$ cat src/rtl/clock_controller.sv
// Clock-enable sequencer for the TD4 core: RUN at one of four rates, single-STEP from a debounced button, or HALT.
// Optional tick counter output enabled by defining CLOCK_CONTROLLER_TICK_COUNT_EN.
module clock_controller #(
  parameter int unsigned DIV0     = 32'd12_000_000,
  parameter int unsigned DIV1     = 32'd1_200_000,
  parameter int unsigned DIV2     = 32'd120_000,
  parameter int unsigned DIV3     = 32'd12,
  parameter int unsigned DEBOUNCE = 32'd120_000
) (
  input  logic        quick_clock,
  input  logic        reset_n,
  input  logic [1:0]  mode,
  input  logic [1:0]  rate_sel,
  input  logic        step_button,
  output logic        cpu_tick,
  output logic        slow_clock,
  output logic        running
`ifdef CLOCK_CONTROLLER_TICK_COUNT_EN
  ,
  output logic [15:0] tick_count
`endif
);

  typedef enum logic [1:0] {
    ST_HALT = 2'd0,
    ST_RUN  = 2'd1,
    ST_STEP = 2'd2
  } state_t;

  localparam logic [31:0] DB_LAST = 32'(DEBOUNCE - 1);

  state_t      state;
  state_t      next_state;
  logic [31:0] count;
  logic [31:0] count_nxt;
  logic [31:0] div_m1;
  logic        tick_nxt;

  logic        sync1;
  logic        sync2;
  logic        db_level;
  logic [31:0] db_cnt;
  logic        step_req;

  // Button path: two-flop synchronizer followed by a level debouncer.
  // NOTE: sequential state uses non-blocking assignments so every flop samples pre-edge values.
  always_ff @(posedge quick_clock or negedge reset_n) begin
    if (!reset_n) begin
      sync1    <= 1'b0;
      sync2    <= 1'b0;
      db_level <= 1'b0;
      db_cnt   <= '0;
    end else begin
      sync1 <= step_button;
      sync2 <= sync1;
      if (sync2 == db_level) begin
        db_cnt <= '0;
      end else if (db_cnt >= DB_LAST) begin
        db_level <= ~db_level;
        db_cnt   <= '0;
      end else begin
        db_cnt <= db_cnt + 32'd1;
      end
    end
  end

  // Rising flip of the debounced level, seen on the same edge that performs the flip.
  assign step_req = sync2 && !db_level && (db_cnt >= DB_LAST);

  always_comb begin
    // NOTE: every combinational output gets a default first so no path leaves it unassigned (no latches).
    div_m1 = 32'(DIV0 - 1);
    case (rate_sel)
      2'd1:    div_m1 = 32'(DIV1 - 1);
      2'd2:    div_m1 = 32'(DIV2 - 1);
      2'd3:    div_m1 = 32'(DIV3 - 1);
      default: div_m1 = 32'(DIV0 - 1);
    endcase
  end

  always_comb begin
    next_state = ST_HALT;
    count_nxt  = '0;
    tick_nxt   = 1'b0;

    case (mode)
      2'b01:   next_state = ST_RUN;
      2'b10:   next_state = ST_STEP;
      default: next_state = ST_HALT;
    endcase

    // Count only while staying in RUN; leaving RUN drops any partial period.
    if (state == ST_RUN && next_state == ST_RUN) begin
      if (count >= div_m1) begin
        tick_nxt = 1'b1;
      end else begin
        count_nxt = count + 32'd1;
      end
    end else if (state == ST_STEP && step_req) begin
      tick_nxt = 1'b1;
    end
  end

  always_ff @(posedge quick_clock or negedge reset_n) begin
    if (!reset_n) begin
      state      <= ST_HALT;
      running    <= 1'b0;
      count      <= '0;
      cpu_tick   <= 1'b0;
      slow_clock <= 1'b0;
    end else begin
      state      <= next_state;
      running    <= (next_state == ST_RUN);
      count      <= count_nxt;
      cpu_tick   <= tick_nxt;
      slow_clock <= slow_clock ^ tick_nxt;
    end
  end

`ifdef CLOCK_CONTROLLER_TICK_COUNT_EN
  always_ff @(posedge quick_clock or negedge reset_n) begin
    if (!reset_n) begin
      tick_count <= '0;
    end else if (cpu_tick) begin
      tick_count <= tick_count + 16'd1;
    end
  end
`endif

endmodule

$ cat config.mk
export PLATFORM = sky130hd
export DESIGN_NAME = clock_controller
export DESIGN_NICKNAME = d
export VERILOG_FILES = /design/src/rtl/clock_controller.sv
export SDC_FILE = /design/constraint.sdc
export NUM_CORES = 1
export LEC_CHECK = 0
export ABC_AREA = 1
export CAP_MARGIN = 20
export CORE_ASPECT_RATIO = 1.4
export CORE_MARGIN = 1.5
export CORE_UTILIZATION = 61
export DETAILED_ROUTE_END_ITERATION = 8
export PLACE_DENSITY = 0.78
export SLEW_MARGIN = 20
export SYNTH_ARGS = -nofsm -noshare
export SYNTH_HDL_FRONTEND = slang
export SYNTH_SLANG_ARGS = --single-unit
$ cat constraint.sdc
create_clock -name quick_clock -period 2.4 [get_ports quick_clock]
set_input_delay 0.6 -clock quick_clock [delete_from_list [all_inputs] [get_ports quick_clock]]
set_output_delay 0.6 -clock quick_clock [all_outputs]
set_load 0.02 [all_outputs]
-- After elaboration in Yosys (flattened, before gate mapping)
Cells that the tools add are included.
- muxes and demuxes: 9
- eq/ne operators: 9
- shift operators: 0
- bitwise gates (word level): 3
- divide/modulo/power cells: 0
- add/subtract/negate cells: 2
- magnitude comparators: 2
- $mul: 0
- reductions and logical operators: 6
- operator list (cell ; number):
    32-bit two-way mux ; 4
    24-bit one-hot mux with 3 select lines ; 1
    32-bit by 1-bit adder with 32-bit output, second input constant ; 2
    32-bit by 17-bit >= comparator with 1-bit output, second input constant ; 1
    32-bit >= comparator ; 1
    2-bit by 1-bit == test with 1-bit output, second input constant ; 4
    2-bit == test, second input constant ; 4
    1-bit logical AND ; 4
    2-bit one-hot mux with 2 select lines ; 1
    1-bit two-way mux ; 3
    1-bit inverter ; 2
    2-bit AND reduction ; 1
    1-bit == test ; 1
    1-bit logical NOT ; 1
    1-bit XOR ; 1
- input port bits: 7
- memories kept: 0
- bits in registers: 72
- bits in latches: 0
- output and inout bits: 3
- bits in read-only memories: 0
- memory bits (writable): 0

-- Depth between registers and ports, before layout
Gate-level depths: netlist (run 1).
- depth after elaboration: 7
- gate-level depth with buffers: 16
- mapped depth without buffers: 16

-- Worst setup path before layout (run 1)
OpenSTA, ideal clock, no wires.
- path kind: input to register
- from: in rate_sel[0]
- to: reg count[10]
- path slack: 0.189 ns
- data arrival time: 2.091 ns
- path buffers: 1
- setup time: 0.120 ns
- required time: 2.280 ns
- stages: 14
- cells stage by stage: inv_1 > ha_1 > inv_1 > ha_1 > nand2_1 > nor3_1 > nand2_1 > nand2_1 > nor2_1 > nand2_1 > nand2_1 > nand2_4 > buf_2 > nor2_1
- longest elaborated chain between the ends: 5
- elaborated cells on any way between the ends: 7
- those cells by class: order compare (1); eq/ne (3); mux (3)
- RTL lines (element ; RTL line ; source):
    from (decl) ; 13 ; input logic [1:0] rate_sel,
    2-bit == test or 2-bit by 1-bit == test with 1-bit output (tied branches) ; 73 ; case (rate_sel)
    24-bit one-hot mux with 3 select lines * ; 73 ;
    32-bit >= comparator * ; 94 ; if (count >= div_m1) begin
    32-bit two-way mux * ; 94 ;
    32-bit two-way mux * ; 93 ; if (state == ST_RUN && next_state == ST_RUN) begin
    named net count_nxt[10] ; 35 ; logic [31:0] count_nxt;
    to (signal assigned) ; 114 ; count <= count_nxt;
    to (decl) ; 34 ; logic [31:0] count;
The timed path passes the listed nets; every way through them passes the cells marked *.
A chain may end at the register's enable or synchronous reset.

-- Final worst setup path (run 1)
- from: in rate_sel[0]
- to: reg count[8]
Same word-level chain as after synthesis.

==> impl_summary.md, run 1 <==
Floorplan
In this run the horizontal extent of the chip is 68.8 um. The number of primary I/O pins is 10. For this configuration, the core starts out at a cell density of 63.0%. The die footprint is 6540 um^2. The floorplan has 33 rows. The floorplan step defined a core boundary enclosing 5860 um^2. The height of the die is 95.1 um.

Critical path
The sort of element at the end of the critical path is a flop. The critical path contains buffers and inverters numbering 3 combined. The largest driver fanout on the critical path is 7. The critical path required time is 2660 ps.

The library cell appearing most often on the critical path is sky130_fd_sc_hd__nand2_1. The kind of cell with the highest combined delay along the critical path is simple AND/OR/NAND/NOR gates. The classification of the worst setup path is primary input to flop. At the worst endpoint, the arrival time is 2430 ps. The highest cell delay on the worst timing path is 290 ps. The critical path goes through dlymetal6s2s_1 > inv_2 > ha_2 > inv_2 > ha_1 > nand2_1 > nand2_1 > nand2_1 > nand2_1 > nor2_2 > nand2_1 > nor2_1 > nand2_2 > nand2_4 > nand2_8 > nor3_4. The worst setup path is launched from a primary input.

The largest individual stage delay along the critical path comes from the cell sky130_fd_sc_hd__ha_1.

Global routing
The global-route wire length before repair is 13.4 mm. The pin count of the biggest net entering global routing is 61. The aggregate global routing overflow is 0.

In the global route stage, overall resource usage came out at 28.0%. The via count of the first global-routing pass is 3013. The number of antenna violations at the first check in global routing is 0.

Route
The violation count after the first detailed-route iteration is 227. Before antenna repair, the detailed router went through 4 iterations. The number of vias per cell is 5.32. Dividing the detail-routed wire length by the instance count gives 14.3 um. The count of nets left with antenna violations once routing finished came out at 0. For this block, the via count after detailed routing is 2955.

The total DRC errors in the routed layout is 0. The total length of routed wires is 7.93 mm.

Yosys
The cell area after synthesis is 3690 um^2. The top cell type by total area after synthesis is sky130_fd_sc_hd__dfrtp_1. By area the synthesized netlist is led by sky130_fd_sc_hd__dfrtp_1 (48%), sky130_fd_sc_hd__nand2_1 (8.2%), sky130_fd_sc_hd__nor2_1 (8.0%). The mean post-synth cell area is 8.55 um^2. The share of the Yosys chip area taken by registers is 48.1%.

The top cell type by area accounts for 48.1% of the synthesized area. The Yosys step of the flow raised 0 warnings. Counting flops and latches in the post-synthesis netlist gives 71. The synthesized netlist contains 33 unique library cells. The gate count after technology mapping is 432.

Clocking
For the worst-skew pair, the clock arrives at the later sink with an insertion delay of 340 ps. The number of buffers added by the clock tree synthesis step is 9. In this run the number of H-tree levels came out at 3. The clock transition at the registers of the reported paths is 70 ps.

The TritonCTS clock tree is built. The maximum root-to-sink buffer count is 2. The tree is rooted in a sky130_fd_sc_hd__clkbuf_8. The CTS sink count is 71.

STA
Setup repair after global routing left no endpoint under its margin. Measured against its own limit, the worst slew margin works out to 55.5%. The final max-slew violation count came to 0. The clock arrives with 7.77 ps of skew. The number of hold violations in the final report was 0. Setup violations remaining at the end of the flow were counted as 0. The pin slew with the least headroom to its limit is 667 ps. After routing, the total negative slack on setup checks comes to 0 ps. The smallest clock period supported by the final layout is computed as 2160 ps. The ratio of final minimum period to clock period is 90.1%. The highest attainable clock frequency is 0.463 GHz.

Placed design
The placed instances occupy a cell area of 3990 um^2. The number of port buffers is 9. Routability-driven placement finished with a final weighted congestion of 0.960. The HPWL reported at the end of detailed placement is 5.37 mm.

Min path
The worst hold path belongs to the class primary input to async pin.

Final layout
The leading cell type in the layout, fill and taps excluded is sky130_fd_sc_hd__nand2_1. Leaving out fill and tap cells, the most frequent cells in the layout are sky130_fd_sc_hd__nand2_1 (77), sky130_fd_sc_hd__nor2_1 (72), sky130_fd_sc_hd__dfrtp_1 (71), sky130_fd_sc_hd__inv_1 (45), sky130_fd_sc_hd__nand3_1 (25). In the final layout, the share of cells above drive strength 1 is 15.3%. The post-route cell area is 4330 um^2. At the end of the flow, the number of nets in the layout was 507. Compared with the post-synthesis result, the final layout area differs by 17.2%.

The number of antenna diodes in the final layout is 0.

Power
For this design the ratio of total power to cell area is 582 nW/um^2. The analysis attributes to cell leakage a power of 1.97 nW. The peak supply drop is 0.567 mV.

Run
Across the run, the number of max-cap violations was 0.

Outcome
The flow ran to the end, and the final reports show no timing, DRC or antenna violations.
per-stage QoR:
stage / total power [mW] / instances / hold slack (ps) / setup slack [ps] / utilization (%)
2_1_floorplan: 1.37 / 453 / 304 / 189 / -
3_3_place_gp: 1.45 / 536 / 332 / -450 / 68.0
3_5_place_dp: 1.46 / 536 / 358 / -583 / 68.0
4_1_cts: 2.54 / 553 / 124 / -18.2 / 72.6
5_1_grt: 2.62 / 555 / 143 / 65.1 / 73.8
6_report: 2.52 / 555 / 138 / 238 / 73.8
power breakdown:
part,internal (mW),switching [mW],total [mW]
Combinational,0.0763,0.117,0.193
Clock,0.640,0.435,1.07
Sequential,1.24,0.0151,1.25
Total,1.95,0.568,2.52
registers in the layout, summed over array words and instances, names as in the netlist:
| name | cells |
|---|---|
| state | 2 |
| slow_clock | 1 |
| db_cnt | 32 |
| db_level | 1 |
| sync1 | 1 |
| sync2 | 1 |
| count | 32 |
| cpu_tick | 1 |
cells by family (layout without fill, tap and decap cells):
kind of cell | count (synthesis) | in the layout | synth area share [%]
AND/OR/NAND/NOR | 241 | 243 | 30.7
flip-flops | 71 | 71 | 48.1
buffers and inverters | 57 | 87 | 6.13
XOR/XNOR | 23 | 23 | 5.45
adder cells (fa/ha/maj) | 20 | 20 | 6.78
AO/OA/AOI/OAI | 19 | 19 | 2.74
other | 1 | 22 | 0.102
synth_stat cells (all sizes together):
| cell | count |
|---|---|
| or3 | 1 |
| nand2 | 86 |
| xor2 | 18 |
| a21oi | 5 |
| o21bai | 1 |
| nor2 | 84 |
| dfrtp | 71 |
| a31oi | 1 |
| inv | 54 |
| nor3 | 19 |
| xnor2 | 5 |
| nand3 | 29 |
| buf | 3 |
| and3 | 1 |
| o21ai | 11 |
| nor3b | 3 |
| nor4 | 5 |
| a21boi | 1 |
| or2 | 1 |
| ha | 20 |
| nand4 | 12 |
| conb | 1 |
final timing paths:
path	start	end	slack, ps	cells after the start
max in group asynchronous	reset_n	db_level	1660	2
worst min register to register	sync1	sync2	380	0
worst max-delay path	rate_sel[0]	count[8]	240	16
worst min-delay path	reset_n	db_cnt[26]	140	1
worst max register to register	count[21]	count[8]	440	12
min in group quick_clock	sync1	sync2	380	0
area by class of cell:
cell class / instances / area, um^2
clock buffer: 11 / 151
inverter: 54 / 203
timing repair buffer: 17 / 155
fill: 438 / 1530
multi-input combinational: 327 / 1880
sequential: 71 / 1780
clock inverter: 5 / 80.1
tap: 70 / 87.6
metal layers:
layer  part of all wire [%]  vias up  global-route usage [%]
met2                     55       71                    49.4
li1                       -     1456                       -
met1                     39     1407                    31.6
met5                      0        -                       0
met4                    2.7        0                    12.6
met3                    3.5       21                    5.67
repair_timing:
action                                  in CTS  in global routing
gates cloned                                 1                  1
gates resized for setup                      9                 19
endpoints found under the setup margin      26                 27
setup buffers                                0                  1
pin swaps                                    1                  5
hold buffers                                 0                  0
endpoints found under the hold margin        0                  0
Power figures use the tool's default switching activity.
==> run 2: changes to the inputs <==
- SLEW_MARGIN: 20 -> default
==> results of run 2 <==
No change in the layout: final DEF, timing and power equal those of run 1.
==> run 3: changes to the inputs <==
- SKIP_LAST_GASP: default -> 1
==> results of run 3 <==
No change in the layout: final DEF, timing and power equal those of run 1.
